[src/rtl/seg_scan_ctrl.sv]
// seg_scan_ctrl: time-multiplexed 7-segment scan controller sharing one BCD decoder.
// Define SEG_SCAN_LZB_EN to enable leading-zero blanking.
module seg_scan_ctrl #(
  parameter int NUM_DIGITS = 4,
  parameter int DIV_WIDTH  = 16,
  parameter int SCAN_DIV   = 50000,
  parameter int BLANK_CYC  = 64
) (
  input  logic                    clk,
  input  logic                    rst_n,
  input  logic                    en,
  input  logic                    load_valid,
  output logic                    load_ready,
  input  logic [4*NUM_DIGITS-1:0] load_data,
  input  logic [NUM_DIGITS-1:0]   dp_mask,
  output logic [3:0]              bcd_out,
  input  logic [8:0]              seg_in,
  output logic [8:0]              seg_out,
  output logic [NUM_DIGITS-1:0]   dig_sel,
  output logic                    frame_done
);
  localparam int IW = NUM_DIGITS > 1 ? $clog2(NUM_DIGITS) : 1;
  localparam logic [DIV_WIDTH-1:0] BLANK_LAST = DIV_WIDTH'(BLANK_CYC - 1);
  localparam logic [DIV_WIDTH-1:0] SHOW_LAST  = DIV_WIDTH'(SCAN_DIV - 1);
  localparam logic [IW-1:0]        IDX_LAST   = IW'(NUM_DIGITS - 1);
  typedef enum logic [1:0] {IDLE, BLANK, SHOW} state_t;
  state_t                  state, state_n;
  logic [IW-1:0]           idx, idx_n;
  logic [DIV_WIDTH-1:0]    timer, timer_n;
  logic [4*NUM_DIGITS-1:0] active, pending;
  logic                    pend_full, xfer, capture, accept, blank;
  logic [6:0]              seg7;
  logic                    unused_seg;
  assign unused_seg = &seg_in[8:7];
  assign load_ready = !pend_full;
  assign accept     = load_valid && !pend_full;
  assign bcd_out    = active[{idx, 2'b00} +: 4];
  assign dig_sel    = state == SHOW ? ~(NUM_DIGITS'(1) << idx) : '1;
  assign frame_done = state == SHOW && idx == IDX_LAST && timer == SHOW_LAST;
`ifdef SEG_SCAN_LZB_EN
  logic [NUM_DIGITS-1:0] lz;
  logic                  run;
  // lz[i]: digit i and every digit above it are zero
  always_comb begin
    lz  = '0;
    run = 1'b1;
    for (int i = NUM_DIGITS - 1; i >= 0; i--) begin
      run   = run && active[4*i +: 4] == 4'd0;
      lz[i] = run;
    end
  end
  assign blank = idx != '0 && lz[idx] && !dp_mask[idx];
`else
  assign blank = 1'b0;
`endif
  assign seg7 = blank ? 7'h00 : bcd_out > 4'd9 ? 7'h40 : seg_in[6:0];
  always_comb begin
    state_n = state;
    idx_n   = idx;
    timer_n = timer + DIV_WIDTH'(1);
    xfer    = 1'b0;
    capture = 1'b0;
    if (!en) begin
      state_n = IDLE;
      idx_n   = '0;
      timer_n = '0;
    end else begin
      case (state)
        IDLE: begin
          state_n = BLANK;
          timer_n = '0;
          xfer    = 1'b1;
        end
        BLANK: if (timer == BLANK_LAST) begin
          state_n = SHOW;
          timer_n = '0;
          capture = 1'b1;
        end
        SHOW: if (timer == SHOW_LAST) begin
          state_n = BLANK;
          timer_n = '0;
          idx_n   = idx == IDX_LAST ? '0 : idx + IW'(1);
          xfer    = idx == IDX_LAST;
        end
        default: begin
          state_n = IDLE;
          idx_n   = '0;
          timer_n = '0;
        end
      endcase
    end
  end
  always_ff @(posedge clk or negedge rst_n) begin
    if (!rst_n) begin
      state     <= IDLE;
      idx       <= '0;
      timer     <= '0;
      active    <= '0;
      pending   <= '0;
      pend_full <= 1'b0;
      seg_out   <= '0;
    end else begin
      state     <= state_n;
      idx       <= idx_n;
      timer     <= timer_n;
      if (xfer && pend_full) active <= pending;
      if (accept) pending <= load_data;
      pend_full <= accept || (pend_full && !xfer);
      seg_out   <= state_n == IDLE ? 9'h000 : capture ? {dp_mask[idx], 1'b0, seg7} : seg_out;
    end
  end
endmodule

[config.mk]
export PLATFORM = sky130hd
export DESIGN_NAME = seg_scan_ctrl
export DESIGN_NICKNAME = d
export VERILOG_FILES = /design/src/rtl/seg_scan_ctrl.sv
export SDC_FILE = /design/constraint.sdc
export NUM_CORES = 1
export LEC_CHECK = 0
export CORE_MARGIN = 5
export CORE_UTILIZATION = 35
export CTS_CLUSTER_SIZE = 16
export DETAILED_ROUTE_END_ITERATION = 12
export GPL_ROUTABILITY_DRIVEN = 0
export PLACE_DENSITY = 0.67
export SYNTH_ARGS = -nofsm -noshare
export SYNTH_HDL_FRONTEND = slang
export SYNTH_SLANG_ARGS = --single-unit
[constraint.sdc]
create_clock -name clk -period 2.6 [get_ports clk]
set_clock_uncertainty 0.2 [all_clocks]
set_input_delay 0.65 -clock clk [delete_from_list [all_inputs] [get_ports clk]]
set_output_delay 0.65 -clock clk [all_outputs]
set_load 0.01 [all_outputs]
==> impl_metrics.prom <==
# TYPE chip_impl_metric gauge
chip_impl_info{name="run_status",value="finished with violations"} 1
chip_impl_info{name="failed_checks",value="negative setup slack"} 1
chip_impl_info{name="path_delay_family",value="simple AND/OR/NAND/NOR gates"} 1
chip_impl_info{name="rr_endpoint",value="seg_out[6]"} 1
chip_impl_metric{name="slew_viol_final",unit=""} 0
chip_impl_metric{name="holdBufCountCts",unit=""} 0
chip_impl_metric{name="cts-root-to-sink-buffers",unit=""} 2
chip_impl_metric{name="critical_path.n_buffers_inverters",unit=""} 1
chip_impl_metric{name="path_clk_slew",unit="ns"} 0.07
chip_impl_metric{name="worst_ep_required_time",unit="ns"} 1.75
chip_impl_metric{name="remaining_drc_errors",unit=""} 0
chip_impl_metric{name="finalCriticalPeriod",unit="ns"} 2.78
chip_impl_metric{name="initial_utilization",unit="%"} 35.8
chip_impl_info{name="rsz0062_at_grt",value="true"} 1
chip_impl_metric{name="cellLeakagePower",unit="uW"} 0.00169
chip_impl_metric{name="die_h",unit="um"} 102
chip_impl_metric{name="cts.htree.levels",unit=""} 3
chip_impl_info{name="most_common_cell_on_crit_path",value="or4_4"} 1
chip_impl_metric{name="drive_above_1_share",unit="%"} 30.9
chip_impl_metric{name="clock_latency_at_the_later_pin_of_the_worst_skew_pair",unit="ns"} 0.34
chip_impl_metric{name="globalRouteOverflowTotal",unit=""} 0
chip_impl_metric{name="max-cap-violations",unit=""} 0
chip_impl_metric{name="post_drt_wl_per_cell",unit="um"} 14.0
chip_impl_metric{name="grt_max_degree",unit=""} 62
chip_impl_metric{name="pre_cts_slack",unit="ns"} -0.256
chip_impl_metric{name="cts_num_sinks",unit=""} 61
chip_impl_metric{name="worst_slew_pin_slew",unit="ns"} 0.506
chip_impl_metric{name="achievable-frequency",unit="MHz"} 360
chip_impl_metric{name="grt_pass1_vias",unit=""} 2171
chip_impl_metric{name="ios",unit=""} 52
chip_impl_metric{name="ys_warn_count",unit=""} 0
chip_impl_info{name="tritoncts_clock_tree",value="done"} 1
chip_impl_metric{name="tns",unit="ns"} -0.177
chip_impl_metric{name="dr.first_iter.drc_count",unit=""} 47
chip_impl_metric{name="irDropWorstVdd",unit="mV"} 0.530
chip_impl_metric{name="groute.usage.overall",unit="%"} 12.7
chip_impl_metric{name="synth.lib_cells_used.distinct",unit=""} 42
chip_impl_metric{name="ffs_latches_synth",unit=""} 61
chip_impl_metric{name="postSynthNetCount",unit=""} 280
chip_impl_metric{name="num_rows",unit=""} 33
chip_impl_metric{name="num_vias",unit=""} 2077
chip_impl_metric{name="multi_input_comb_area",unit="um2"} 1300
chip_impl_metric{name="post-route-worst-setup-slack",unit="ns"} -0.177
chip_impl_metric{name="post-dp-hpwl",unit="um"} 4330
chip_impl_metric{name="antenna_violations_before_repair",unit=""} 0
chip_impl_metric{name="die_area",unit="um2"} 10300
chip_impl_metric{name="antenna_cells_inserted",unit=""} 0
chip_impl_metric{name="grt_first_pass_wirelength",unit="um"} 10100
chip_impl_metric{name="routed_wirelength",unit="um"} 6000
chip_impl_metric{name="synth_sequential_area_ratio",unit="%"} 51.9
chip_impl_info{name="cp-start-kind",value="register"} 1
chip_impl_info{name="cp_cell_sequence",value="or4_4 > or4_4 > nor2_4 > buf_6"} 1
chip_impl_metric{name="seqCellArea",unit="um2"} 1530
chip_impl_metric{name="post-route-cell-area",unit="um2"} 3980
chip_impl_metric{name="flow.area_growth_from_synthesis",unit="%"} 35.4
chip_impl_metric{name="syn-instance-count",unit=""} 238
chip_impl_metric{name="power_density",unit="nW/um2"} 777
chip_impl_metric{name="worst-path-max-fanout",unit=""} 2
chip_impl_metric{name="max-slew-margin-rel",unit="%"} 65.8
chip_impl_metric{name="worst_ep_arrival_time",unit="ns"} 1.93
chip_impl_metric{name="slowest_cell_delay_on_critical_path",unit="ns"} 0.53
chip_impl_metric{name="timing.final.setup_violations",unit=""} 1
chip_impl_metric{name="reg2reg_slack",unit="ns"} 0.08
chip_impl_info{name="cpMaxStageDelayCell",value="or4_4"} 1
chip_impl_metric{name="layout_filler_cell_count",unit=""} 762
chip_impl_metric{name="via_to_cell_ratio",unit=""} 4.84
chip_impl_metric{name="antenna_violating_nets_post_route",unit=""} 0
chip_impl_metric{name="synth.cell_area",unit="um2"} 2940
chip_impl_metric{name="chipWidth",unit="um"} 102
chip_impl_info{name="worstSetupPathType",value="register to output pin"} 1
chip_impl_info{name="worst_hold_path_type",value="input port to async pin"} 1
chip_impl_metric{name="synth.avg_cell_area",unit="um2"} 12.3
chip_impl_metric{name="dpl_cell_area",unit="um2"} 3720
chip_impl_metric{name="cts_buffers",unit=""} 9
chip_impl_info{name="crit_start",value="timer[12]"} 1
chip_impl_metric{name="worst-r2r-cell-count",unit=""} 6
chip_impl_metric{name="final.period_utilization",unit="%"} 107
chip_impl_metric{name="buffer_ports.inserted",unit=""} 48
chip_impl_info{name="rr_startpoint",value="timer[12]"} 1
chip_impl_metric{name="report.final.hold_viol_count",unit=""} 0
chip_impl_info{name="root_buffer",value="clkbuf_8"} 1
chip_impl_metric{name="finish.net_count",unit=""} 361
chip_impl_metric{name="core_area",unit="um2"} 8220
chip_impl_metric{name="first_pass_iters",unit=""} 4
chip_impl_info{name="critical_path.endpoint_type",value="output pin"} 1
[cells by family (layout without fill, tap and decap cells)]
kind of cell             Yosys count  count (layout)  share of synthesized area (%)
AND/OR/NAND/NOR                   69              69                           12.0
multiplexers                      39              39                           17.9
other                              1               1                          0.128
buffers and inverters             24             110                           4.55
XOR/XNOR                          14              14                           4.17
AO/OA/AOI/OAI                     21              21                           5.41
flip-flops                        61              61                           51.9
adder cells (fa/ha/maj)            9               9                           3.83
[power by group]
group          switching (uW)  internal [uW]  leakage (uW)  total, uW
logic                     317            534      0.000816        850
clock network             396            473     0.0000951        869
registers                 150           1220      0.000774       1370
total                     863           2230       0.00169       3090
[layer usage]
layer	vias up	wire, um	track usage, %
met1	1029	2680	16.0
met2	50	2940	20.0
met5	-	0	0
li1	993	-	-
met3	5	306	4.61
met4	0	79	4.60
[stage by stage]
step | std cells | utilization, % | total power [uW] | hold slack [ns]
6_report | 429 | 48.4 | 3090 | 0.0925
5_1_grt | 429 | 48.4 | 3270 | 0.106
4_1_cts | 429 | 48.2 | 3130 | 0.106
3_5_place_dp | 409 | 45.3 | 2260 | 0.294
3_3_place_gp | 409 | 45.3 | 2220 | 0.287
2_1_floorplan | 238 | - | 1970 | 0.154
[worst max-delay path by stage]
stage | endpoint | depth (start not counted)
after global placement | frame_done | 4
after global routing | frame_done | 4
after CTS | frame_done | 4
after floorplan | active[10] | 8
after detailed placement | frame_done | 4
final | frame_done | 4
[worst register-to-register path: cells and delay by family (launching register included)]
family | cells | cell delay (ns)
flip-flops | 1 | 0.38
AND/OR/NAND/NOR | 2 | 0.98
AO/OA/AOI/OAI | 3 | 0.68
buffers and inverters | 1 | 0.18
[cells in the final DEF, fill, tap and decap left out, types with 2 or more instances in the layout]
| cell | count |
|---|---|
| nand4b_1 | 2 |
| buf_2 | 3 |
| mux2_2 | 23 |
| dfrtp_1 | 60 |
| o21ai_0 | 4 |
| mux2i_1 | 2 |
| inv_1 | 12 |
| nand3_1 | 6 |
| clkbuf_8 | 10 |
| clkinvlp_4 | 3 |
| ha_1 | 9 |
| dlygate4sd2_1 | 7 |
| xnor2_1 | 7 |
| xor2_1 | 7 |
| mux4_2 | 5 |
| buf_4 | 29 |
| clkdlybuf4s50_1 | 38 |
| nor2_1 | 31 |
| buf_12 | 4 |
| nor3_1 | 2 |
| mux2_4 | 9 |
| nand2_1 | 10 |
| or4_4 | 2 |
| or4_1 | 2 |
| a22oi_1 | 6 |
| nand4_1 | 4 |
| nand3b_1 | 2 |
| a21oi_1 | 4 |
[synthesized netlist by cell type (all sizes together)]
cell,count,area (um2)
xnor2,7,61.3
nor2b,1,6.26
a221o,1,11.3
nand3b,2,15.0
o21ai,4,20.0
nor3,2,10.0
nand3,6,30.0
a21o,1,7.51
nor2,32,128
a221oi,1,15.0
mux4,5,113
dfrtp,61,1530
inv,12,45.0
ha,9,113
a21oi,4,20.0
xor2,7,61.3
o41ai,1,8.76
nand2,10,37.5
buf,8,73.8
o211a,1,10.0
nor4,2,12.5
and2,1,7.51
and4,2,18.8
clkbuf,4,15.0
nand4b,2,17.5
mux2i,2,20.0
o41a,1,12.5
conb,1,3.75
nor4b,1,8.76
or4,4,37.5
a22oi,6,45.0
mux2,32,394
a211o,1,8.76
nand4,4,25.0
[registers in the layout (all words and copies together) (netlist names)]
register   cells
idx            2
state          2
active        16
pend_full      1
timer         16
seg_out        8
pending       16
[final cells by class]
cell class,instances,share of cell area [%]
multi-input combinational,153,32.7
inverter,12,1.13
clock inverter,6,1.76
sequential,61,38.4
timing repair buffer,82,19.2
tap,105,3.30
clock buffer,10,3.46
[timing repair]
action                     in CTS  in global routing
setup buffers                   4                  0
pin swaps                       0                  0
setup endpoints to repair      17                  7
resized for setup              19                  2
(Power assumes the default switching activity.)
